$ cat src/rtl/init_info_packer_pkg.sv
// Shared sizing helpers for the init-info packer: block size from the GF order,
// frame symbol count and a constant clog2.
package init_info_packer_pkg;

   function automatic int clog2_f(input int value);
      int bits;
      int rem;
      bits = 0;
      rem  = value - 1;
      while (rem > 0) begin
         bits = bits + 1;
         rem  = rem >> 1;
      end
      return (bits < 1) ? 1 : bits;
   endfunction

   function automatic int blk_size_f(input int gf_size_log2);
      return (1 << gf_size_log2) - 1;
   endfunction

   function automatic int frame_syms_f(input int pcm_coln, input int gf_size_log2);
      return pcm_coln * blk_size_f(gf_size_log2);
   endfunction

   localparam int DEF_INIT_INFO_WID = 2;
   localparam int DEF_GF_SIZE_LOG2  = 7;
   localparam int DEF_PCM_COLN      = 72;
   localparam int DEF_IN_SYMS       = 8;

endpackage

$ cat src/rtl/init_info_packer_sym_accum.sv
// Symbol accumulator: appends input beats above the current fill and pops one
// block from the bottom; the block view already includes a beat arriving this cycle.
module init_info_packer_sym_accum
   import init_info_packer_pkg::*;
#(
   parameter int SYM_WID  = DEF_INIT_INFO_WID,
   parameter int BLK_SIZE = 127,
   parameter int IN_SYMS  = DEF_IN_SYMS
) (
   input  logic                        clk,
   input  logic                        rst_n,
   input  logic                        clr,
   input  logic                        push,
   input  logic                        pop,
   input  logic [IN_SYMS*SYM_WID-1:0]  data,
   output logic                        space,
   output logic                        avail,
   output logic [BLK_SIZE*SYM_WID-1:0] blk
);

   localparam int ACC_SYMS = BLK_SIZE + IN_SYMS - 1;
   localparam int ACC_W    = ACC_SYMS * SYM_WID;
   localparam int BLK_W    = BLK_SIZE * SYM_WID;
   localparam int FILL_W   = clog2_f(ACC_SYMS + 1);
   localparam logic [FILL_W-1:0] BLK_FILL = FILL_W'(BLK_SIZE);
   localparam logic [FILL_W-1:0] IN_FILL  = FILL_W'(IN_SYMS);

   logic [ACC_W-1:0]  acc;
   logic [ACC_W-1:0]  comb;
   logic [ACC_W-1:0]  data_ext;
   logic [FILL_W-1:0] fill;
   logic [FILL_W-1:0] fill_sum;

   // Bits above fill are kept zero so a new beat can simply be OR-ed in.
   assign data_ext = ACC_W'(data);
   assign comb     = push ? (acc | (data_ext << (fill * SYM_WID))) : acc;
   assign fill_sum = push ? (fill + IN_FILL) : fill;
   assign space    = (fill < BLK_FILL);
   assign avail    = (fill_sum >= BLK_FILL);
   assign blk      = comb[BLK_W-1:0];

   always_ff @(posedge clk or negedge rst_n) begin
      if (!rst_n) begin
         acc  <= '0;
         fill <= '0;
      end else if (clr) begin
         acc  <= '0;
         fill <= '0;
      end else if (pop) begin
         acc  <= comb >> BLK_W;
         fill <= fill_sum - BLK_FILL;
      end else begin
         acc  <= comb;
         fill <= fill_sum;
      end
   end

endmodule

$ cat src/rtl/init_info_packer.sv
// Packs narrow init-info symbol beats into full decoder blocks with a frame block
// counter. Define INIT_PACK_LEN_CHK_EN to check i_sym_last against the frame length.
module init_info_packer
   import init_info_packer_pkg::*;
#(
   parameter int INIT_INFO_WID = DEF_INIT_INFO_WID,
   parameter int GF_SIZE_LOG2  = DEF_GF_SIZE_LOG2,
   parameter int PCM_COLN      = DEF_PCM_COLN,
   parameter int IN_SYMS       = DEF_IN_SYMS
) (
   input  logic                                              clk,
   input  logic                                              rst_n,
   input  logic [IN_SYMS*INIT_INFO_WID-1:0]                  i_sym_data,
   input  logic                                              i_sym_valid,
   output logic                                              o_sym_ready,
   input  logic                                              i_sym_last,
   output logic [blk_size_f(GF_SIZE_LOG2)*INIT_INFO_WID-1:0] o_init_info,
   output logic                                              o_init_info_valid,
   input  logic                                              i_init_info_ready,
   output logic                                              o_init_info_last,
   output logic                                              o_len_err
);

   localparam int BLK_SIZE = blk_size_f(GF_SIZE_LOG2);
   localparam int BLK_W    = BLK_SIZE * INIT_INFO_WID;
   localparam int CNT_W    = clog2_f(PCM_COLN);
   localparam logic [CNT_W-1:0] LAST_BLK = CNT_W'(PCM_COLN - 1);

   logic             accept;
   logic             load;
   logic             len_err;
   logic             space;
   logic             avail;
   logic [BLK_W-1:0] blk;
   logic [CNT_W-1:0] blk_cnt;

   assign o_sym_ready = space;
   assign accept      = i_sym_valid && space;
   // A length error discards the beat in flight, so it must not also load a block.
   assign load        = avail && (!o_init_info_valid || i_init_info_ready) && !len_err;

`ifdef INIT_PACK_LEN_CHK_EN
   localparam int FRAME_SYMS = frame_syms_f(PCM_COLN, GF_SIZE_LOG2);
   localparam int SCNT_W     = clog2_f(FRAME_SYMS + IN_SYMS);
   localparam logic [SCNT_W-1:0] FRAME_CNT = SCNT_W'(FRAME_SYMS);
   localparam logic [SCNT_W-1:0] IN_CNT    = SCNT_W'(IN_SYMS);

   logic [SCNT_W-1:0] sym_cnt;
   logic [SCNT_W-1:0] sym_sum;
   logic              frame_done;

   assign sym_sum    = sym_cnt + IN_CNT;
   assign frame_done = (sym_sum >= FRAME_CNT);
   assign len_err    = accept && (i_sym_last != frame_done);

   always_ff @(posedge clk or negedge rst_n) begin
      if (!rst_n) begin
         sym_cnt   <= '0;
         o_len_err <= 1'b0;
      end else begin
         o_len_err <= len_err;
         if (len_err) begin
            sym_cnt <= '0;
         end else if (accept) begin
            sym_cnt <= frame_done ? (sym_sum - FRAME_CNT) : sym_sum;
         end
      end
   end
`else
   logic unused_last;
   assign unused_last = i_sym_last;
   assign len_err     = 1'b0;
   assign o_len_err   = 1'b0;
`endif

   init_info_packer_sym_accum #(
      .SYM_WID  (INIT_INFO_WID),
      .BLK_SIZE (BLK_SIZE),
      .IN_SYMS  (IN_SYMS)
   ) u_sym_accum (
      .clk   (clk),
      .rst_n (rst_n),
      .clr   (len_err),
      .push  (accept),
      .pop   (load),
      .data  (i_sym_data),
      .space (space),
      .avail (avail),
      .blk   (blk)
   );

   always_ff @(posedge clk or negedge rst_n) begin
      if (!rst_n) begin
         o_init_info       <= '0;
         o_init_info_valid <= 1'b0;
         o_init_info_last  <= 1'b0;
         blk_cnt           <= '0;
      end else begin
         if (load) begin
            o_init_info       <= blk;
            o_init_info_valid <= 1'b1;
            o_init_info_last  <= (blk_cnt == LAST_BLK);
            blk_cnt           <= (blk_cnt == LAST_BLK) ? '0 : (blk_cnt + CNT_W'(1));
         end else if (i_init_info_ready) begin
            o_init_info_valid <= 1'b0;
         end
         if (len_err) begin
            blk_cnt <= '0;
         end
      end
   end

endmodule

$ cat config.mk
export PLATFORM = sky130hd
export DESIGN_NAME = init_info_packer
export DESIGN_NICKNAME = d
export VERILOG_FILES = /design/src/rtl/init_info_packer_pkg.sv /design/src/rtl/init_info_packer_sym_accum.sv /design/src/rtl/init_info_packer.sv
export SDC_FILE = /design/constraint.sdc
export NUM_CORES = 1
export LEC_CHECK = 0
export CAP_MARGIN = 20
export CORE_MARGIN = 8
export CORE_UTILIZATION = 35
export CTS_CLUSTER_DIAMETER = 150
export CTS_CLUSTER_SIZE = 28
export DETAILED_ROUTE_END_ITERATION = 10
export SYNTH_ARGS = -nofsm -noshare
export SYNTH_HDL_FRONTEND = slang
export SYNTH_SLANG_ARGS = --single-unit
$ cat constraint.sdc
create_clock -name clk -period 2.56 [get_ports clk]
set_input_delay 0.384 -clock clk [delete_from_list [all_inputs] [get_ports clk]]
set_output_delay 0.384 -clock clk [all_outputs]
set_load 0.02 [all_outputs]
==> results of run 1 <==
layer usage:
layer	routed length (microns)	share of wire, %
met2	33880	48
met4	2718	3.9
met1	29320	42
met5	0	0
met3	4409	6.3
cell families after synthesis:
logic type | count (synthesis) | synth area share, %
and+or+nand+nor | 685 | 13.08
AOI/OAI and AO/OA | 577 | 15.53
DFF | 539 | 63.07
buffers and inverters | 139 | 4.633
muxes | 52 | 3.095
xor gates and xnor gates | 10 | 0.4096
adders and majority gates | 3 | 0.1755
other | 1 | 0.01753
registers in the layout, indices dropped and copies added, names as in the netlist:
name	count
u_sym_accum.acc	268
o_init_info	254
u_sym_accum.fill	8
blk_cnt	7
o_init_info_last	1
o_init_info_valid	1
power groups by stage:
stage | clock, mW | combinational [mW] | sequential [mW]
3_5_place_dp | 0 | 20.4 | 13.1
3_3_place_gp | 0 | 20.2 | 13.1
5_1_grt | 4.71 | 21.8 | 13.3
6_report | 4.30 | 20.4 | 13.0
2_1_floorplan | 0 | 8.33 | 15.1
4_1_cts | 4.45 | 20.5 | 13.0
cells in the mapped netlist, types with 4 or more instances:
cell type  number
nor2_2          4
mux2i_1        22
buf_6          46
mux2_2         18
a21oi_2        12
buf_4          10
clkbuf_1       16
nor4_1          5
nand3_1         7
and2_1         15
o21ai_1         5
nand2b_1        5
a22o_1          4
buf_2          60
mux4_2          8
o22ai_1        10
a21oi_1       453
xnor2_1         7
nand2_1        56
dfrtp_1       539
a221oi_1       56
o21ai_0         6
nor2_1        551
nor3_1          8
nor2b_1         9
stage by stage:
| step | util [%] | power [mW] | worst slack [ps] |
|---|---|---|---|
| after floorplan | - | 23.42 | 383.8 |
| after global placement | 43.33 | 33.31 | -128.6 |
| after detailed placement | 43.33 | 33.55 | -131.5 |
| after CTS | 44.37 | 37.96 | 34.69 |
| after global routing | 44.42 | 39.80 | -2.121 |
| final | 44.42 | 37.62 | 85.72 |
cells in the final DEF, fill, tap and decap left out, types with 4 or more instances in the layout:
master           count
a21oi_1            451
a21oi_2             14
a221oi_1            55
a22o_1               4
and2_1              15
buf_12              37
buf_4              163
clkbuf_16           23
clkdlybuf4s50_1    274
dfrtp_1            537
mux2_2              18
mux2i_1             22
mux4_2               8
nand2_1             56
nand2b_1             5
nand3_1              7
nor2_1             551
nor2b_1              9
nor3_1               6
nor4_1               4
o21ai_0              6
o21ai_1              5
o22ai_1              6
o22ai_2              5
xnor2_1              7
how the worst max path moves through the flow:
stage	endpoint	slack, ps
floorplan	u_sym_accum.acc[16]	380
global placement	o_init_info[161]	-130
detailed placement	o_init_info[33]	-130
CTS	o_init_info[52]	30
global route	o_init_info[165]	-2
finish	o_init_info[114]	90
timing repair:
action | CTS | global route
setup buffers | 1 | 0
cloned | 0 | 0
hold buffers | 1 | 0
setup endpoints to repair | 17 | 28
endpoints found under the hold margin | 49 | 0
gates resized for setup | 6 | 8
final cells by class:
type | instances | area share, %
clock buffers | 24 | 2.161
clock inverters | 2 | 0.1073
well taps | 782 | 3.649
repair buffers | 478 | 17.71
flip-flops and latches | 539 | 50.31
multi-input cells | 1328 | 26.02
inverters | 3 | 0.04200
critical path, stage by stage (launching register included):
cell and delay (ps):
dfrtp_2 420, buf_4 170, buf_4 160, mux4_2 560
mux2_4 320, a22o_4 360, a21oi_1 220, a21oi_1 90
==> flow_metrics.env, run 1 <==
export IMPL_routed_wl_mm=70.33
export IMPL_synth_area_leaders="dfrtp_1 63%, a21oi_1 11%, nor2_1 9.7%, buf_6 2.4%, a221oi_1 2.3%"
export IMPL_post_dp_hpwl_mm=50.76
export IMPL_leakage_nw=12.13
export IMPL_first_iter_violations=1403
export IMPL_ys_warnings_count=0
export IMPL_synth_area_sq_um=21390
export IMPL_reg2reg_slack_ps=90
export IMPL_drive_above_1_share_pct=12.93
export IMPL_holdCritPathClass="input port to asynchronous set/reset pin"
export IMPL_critPathLaunch="u_sym_accum.fill[0]"
export IMPL_whs_ps=395.2
export IMPL_antenna_cells=0
export IMPL_drcViolationCount=0
export IMPL_syn_to_final_growth_pct=25.37
export IMPL_antenna_found_initial=0
export IMPL_required_ps=3010
export IMPL_grt_busiest_layer="met2"
export IMPL_hold_viol=0
export IMPL_io_pins=279
export IMPL_worst_pin_slew_ps=714.6
export IMPL_cts_buffer_depth=3
export IMPL_synth_flop_cell="dfrtp_1"
export IMPL_wl_per_cell_microns=22.28
export IMPL_finalMaxSlewViolations=0
export IMPL_final_setup_tns_ps=0
export IMPL_grt_pass1_wl_mm=105.5
export IMPL_root_buffer="clkbuf_16"
export IMPL_p_comb_share_pct=54.1
export IMPL_grt_pass1_vias=16490
export IMPL_place_congestion=0.9154
export IMPL_p_int_mw=21.07
export IMPL_met2_usage_pct=33.30
export IMPL_max_freq_mhz=404.2
export IMPL_status="finished, final reports clean"
export IMPL_drt_pass1_iterations=7
export IMPL_die_area_sq_um=69270
export IMPL_design_area_sq_um=26810
export IMPL_r2r_worst_path_cells=7
export IMPL_layout_nets=2397
export IMPL_fin_crit_sh_pct=96.65
export IMPL_seq_area_sq_um=13490
export IMPL_power_frac_seq_pct=34.5
export IMPL_avgSynthCellArea_sq_um=10.66
export IMPL_core_sq_um=60360
export IMPL_io_buffers=276
export IMPL_num_vias=16310
export IMPL_reg2reg_from="u_sym_accum.fill[0]"
export IMPL_cts_sinks=539
export IMPL_place_area_sq_um=26160
export IMPL_clk_latency_ps=610
export IMPL_postSynthNetCount=2030
export IMPL_async_flop_share_pct=100.0
export IMPL_synth_edf_count=0
export IMPL_instances_no_fill=3156
export IMPL_p_switching_mw=16.55
export IMPL_min_period_ps=2474
export IMPL_r2r_end="o_init_info[114]"
export IMPL_sw_frac_of_total_pct=43.99
export IMPL_cts_buffers=23
export IMPL_p_clk_share_pct=11.4
export IMPL_crit_path_start_kind="flop"
export IMPL_overflow=0
export IMPL_die_w_microns=263.2
export IMPL_grt_max_degree=71
export IMPL_initial_core_util_pct=35.43
export IMPL_met1_usage_pct=24.86
export IMPL_ys_ff_latch=539
export IMPL_cts_max_level=1
export IMPL_viasPerCell=5.167
export IMPL_vdd_drop_max_v=0.0006736
export IMPL_relSlewSlack_pct=52.36
export IMPL_worstSetupPathType="flop to flop"
export IMPL_post_synth_top_area_fraction_pct=63.07
export IMPL_clk_pin_slew_worst_paths_ps=120
export IMPL_finalSetupViolCount=0
export IMPL_yosys_area_top_type="dfrtp_1"
export IMPL_crit_fanout=8
export IMPL_crit_path_end_kind="flop"
export IMPL_dp_cells=3128
export IMPL_met3_usage_pct=4.354
export IMPL_synth_cell_types=68
export IMPL_skew_ps=50.33
export IMPL_ant_nets=0
export IMPL_drv_cap=0
export IMPL_grt_use_total_pct=19.73
export IMPL_yosysSeqAreaShare_pct=63.07
export IMPL_power_density_nw_per_um2=1403
export IMPL_multi_input_area_sq_um=6977
export IMPL_syn_inst=2006
export IMPL_die_h_microns=263.2
export IMPL_n_fill_cell=5700
export IMPL_tritoncts="built"
export IMPL_rows=90
export IMPL_cp_data_arrival_time_ps=2930
(Power assumes the default switching activity.)
==> run 2, diff against run 1 <==
PLACE_DENSITY = 0.59   (was default)
==> flow_metrics.env, run 2 (synthesis gave the netlist of run 1 again) <==
export IMPL_whs_ps=249.8
export IMPL_cts_buffers=23
export IMPL_status="finished, final reports clean"
export IMPL_grt_use_total_pct=19.66
export IMPL_layout_nets=2408
export IMPL_post_dp_hpwl_mm=51.06
export IMPL_pre_cts_ws_ps=-196.4
export IMPL_cp_data_arrival_time_ps=2950
export IMPL_setup_ws_ps=72.07
export IMPL_wl_per_cell_microns=22.31
export IMPL_crit_path_start_kind="flop"
export IMPL_vdd_drop_max_v=0.0007394
export IMPL_cp_num_cells=8
export IMPL_crit_chain="buf_12 -> mux2_2 -> mux4_2 -> nand2_1 -> o21ai_1 -> buf_4 -> a21oi_1 -> a21oi_1"
export IMPL_n_fill_cell=5694
export IMPL_final_util_pct=44.74
export IMPL_drt_pass1_iterations=5
export IMPL_worstSetupPathType="flop to flop"
export IMPL_crit_top_cell="a21oi_1"
export IMPL_viasPerCell=5.159
export IMPL_dp_cells=3138
export IMPL_largest_reg_flops=268
export IMPL_io_pins=279
export IMPL_hold_viol=0
export IMPL_drive_above_1_share_pct=13.39
export IMPL_cts_max_level=1
export IMPL_rows=90
export IMPL_core_sq_um=60360
export IMPL_place_congestion=0.8739
export IMPL_die_h_microns=263.2
export IMPL_syn_to_final_growth_pct=26.27
export IMPL_cts_buffer_depth=3
export IMPL_top_regs="u_sym_accum.acc (268), o_init_info (254), u_sym_accum.fill (8)"
export IMPL_cts_sinks=539
export IMPL_clk_pin_slew_worst_paths_ps=110
export IMPL_cp_slowest_stage_delay_ps=640
export IMPL_crit_buf_inv=2
export IMPL_power_density_nw_per_um2=1404
export IMPL_tritoncts="built"
export IMPL_drcViolationCount=0
export IMPL_holdCritPathClass="input port to asynchronous set/reset pin"
export IMPL_crit_path_end_kind="flop"
export IMPL_fin_crit_sh_pct=97.18
export IMPL_instances_no_fill=3165
export IMPL_reg2reg_from="u_sym_accum.fill[1]"
export IMPL_final_setup_tns_ps=0
export IMPL_worst_pin_slew_ps=672.6
export IMPL_max_freq_mhz=401.9
export IMPL_finalMaxSlewViolations=0
export IMPL_min_period_ps=2488
export IMPL_num_vias=16330
export IMPL_die_area_sq_um=69270
export IMPL_crit_family="multiplexers"
export IMPL_routed_wl_mm=70.61
export IMPL_die_w_microns=263.2
export IMPL_relSlewSlack_pct=55.16
export IMPL_drv_cap=0
export IMPL_antenna_cells=0
export IMPL_grt_pass1_vias=16330
export IMPL_finalSetupViolCount=0
export IMPL_clk_latency_ps=590
export IMPL_rsz0062_at_grt="no"
export IMPL_leakage_nw=12.22
export IMPL_crit_fanout=18
export IMPL_top_register="u_sym_accum.acc"
export IMPL_required_ps=3030
export IMPL_r2r_worst_path_cells=8
export IMPL_antenna_found_initial=0
export IMPL_skew_ps=30.54
export IMPL_io_buffers=276
export IMPL_grt_pass1_wl_mm=104.8
export IMPL_ant_nets=0
export IMPL_grt_max_degree=98
export IMPL_r2r_end="o_init_info[220]"
export IMPL_first_iter_violations=1335
export IMPL_overflow=0
export IMPL_reg2reg_slack_ps=70
export IMPL_root_buffer="clkbuf_16"
export IMPL_mostFrequentLayoutCells="549 x nor2_1, 538 x dfrtp_1, 450 x a21oi_1"
export IMPL_final_common_cell="nor2_1"
export IMPL_slowest_stage="mux4_2"
export IMPL_initial_core_util_pct=35.43
run 2: worst max-delay path by stage:
stage	endpoint	slack, ps	startpoint
5_1_grt	o_init_info[17]	1	u_sym_accum.fill[0]
2_1_floorplan	u_sym_accum.acc[16]	380	u_sym_accum.fill[3]
3_3_place_gp	o_init_info[152]	-140	i_sym_data[4]
6_report	o_init_info[220]	70	u_sym_accum.fill[1]
4_1_cts	o_init_info[220]	5	u_sym_accum.fill[1]
3_5_place_dp	o_init_info[152]	-200	i_sym_data[4]
run 2: what timing repair did:
item / CTS / global route
setup buffers: 0 / 1
endpoints found under the hold margin: 41 / 0
cloned: 0 / 1
resized for setup: 8 / 9
hold buffers: 1 / 0
setup endpoints to repair: 3 / 49
run 2: layout make-up:
type	instances	area [sq um]	area share [%]
sequential	539	13490	49.95
multi-input combinational	1328	6987	25.87
timing repair buffer	489	4935	18.27
tap	782	978.4	3.623
clock buffer	23	575.6	2.131
clock inverter	1	30.03	0.1112
inverter	3	11.26	0.04170
run 2: power by group:
group | total (mW) | switching, mW | internal, mW
Sequential | 13.0 | 1.73 | 11.2
Combinational | 20.7 | 12.2 | 8.43
Clock | 4.28 | 2.63 | 1.65
run 2: layer usage:
metal	vias to the layer above	share of wire, %	wire length (microns)	track usage [%]
li1	7574	-	-	-
met1	8227	43	30050	25.45
met2	436	49	34280	33.37
met3	92	6.0	4210	3.766
met4	0	2.9	2064	5.650
met5	-	0	0	0
run 2: per-stage QoR:
stage	total power, mW	instance area [sq um]
2_1_floorplan	23.42	21390
3_3_place_gp	33.59	26310
3_5_place_dp	33.81	26310
4_1_cts	38.23	26940
5_1_grt	40.10	27010
6_report	37.92	27010
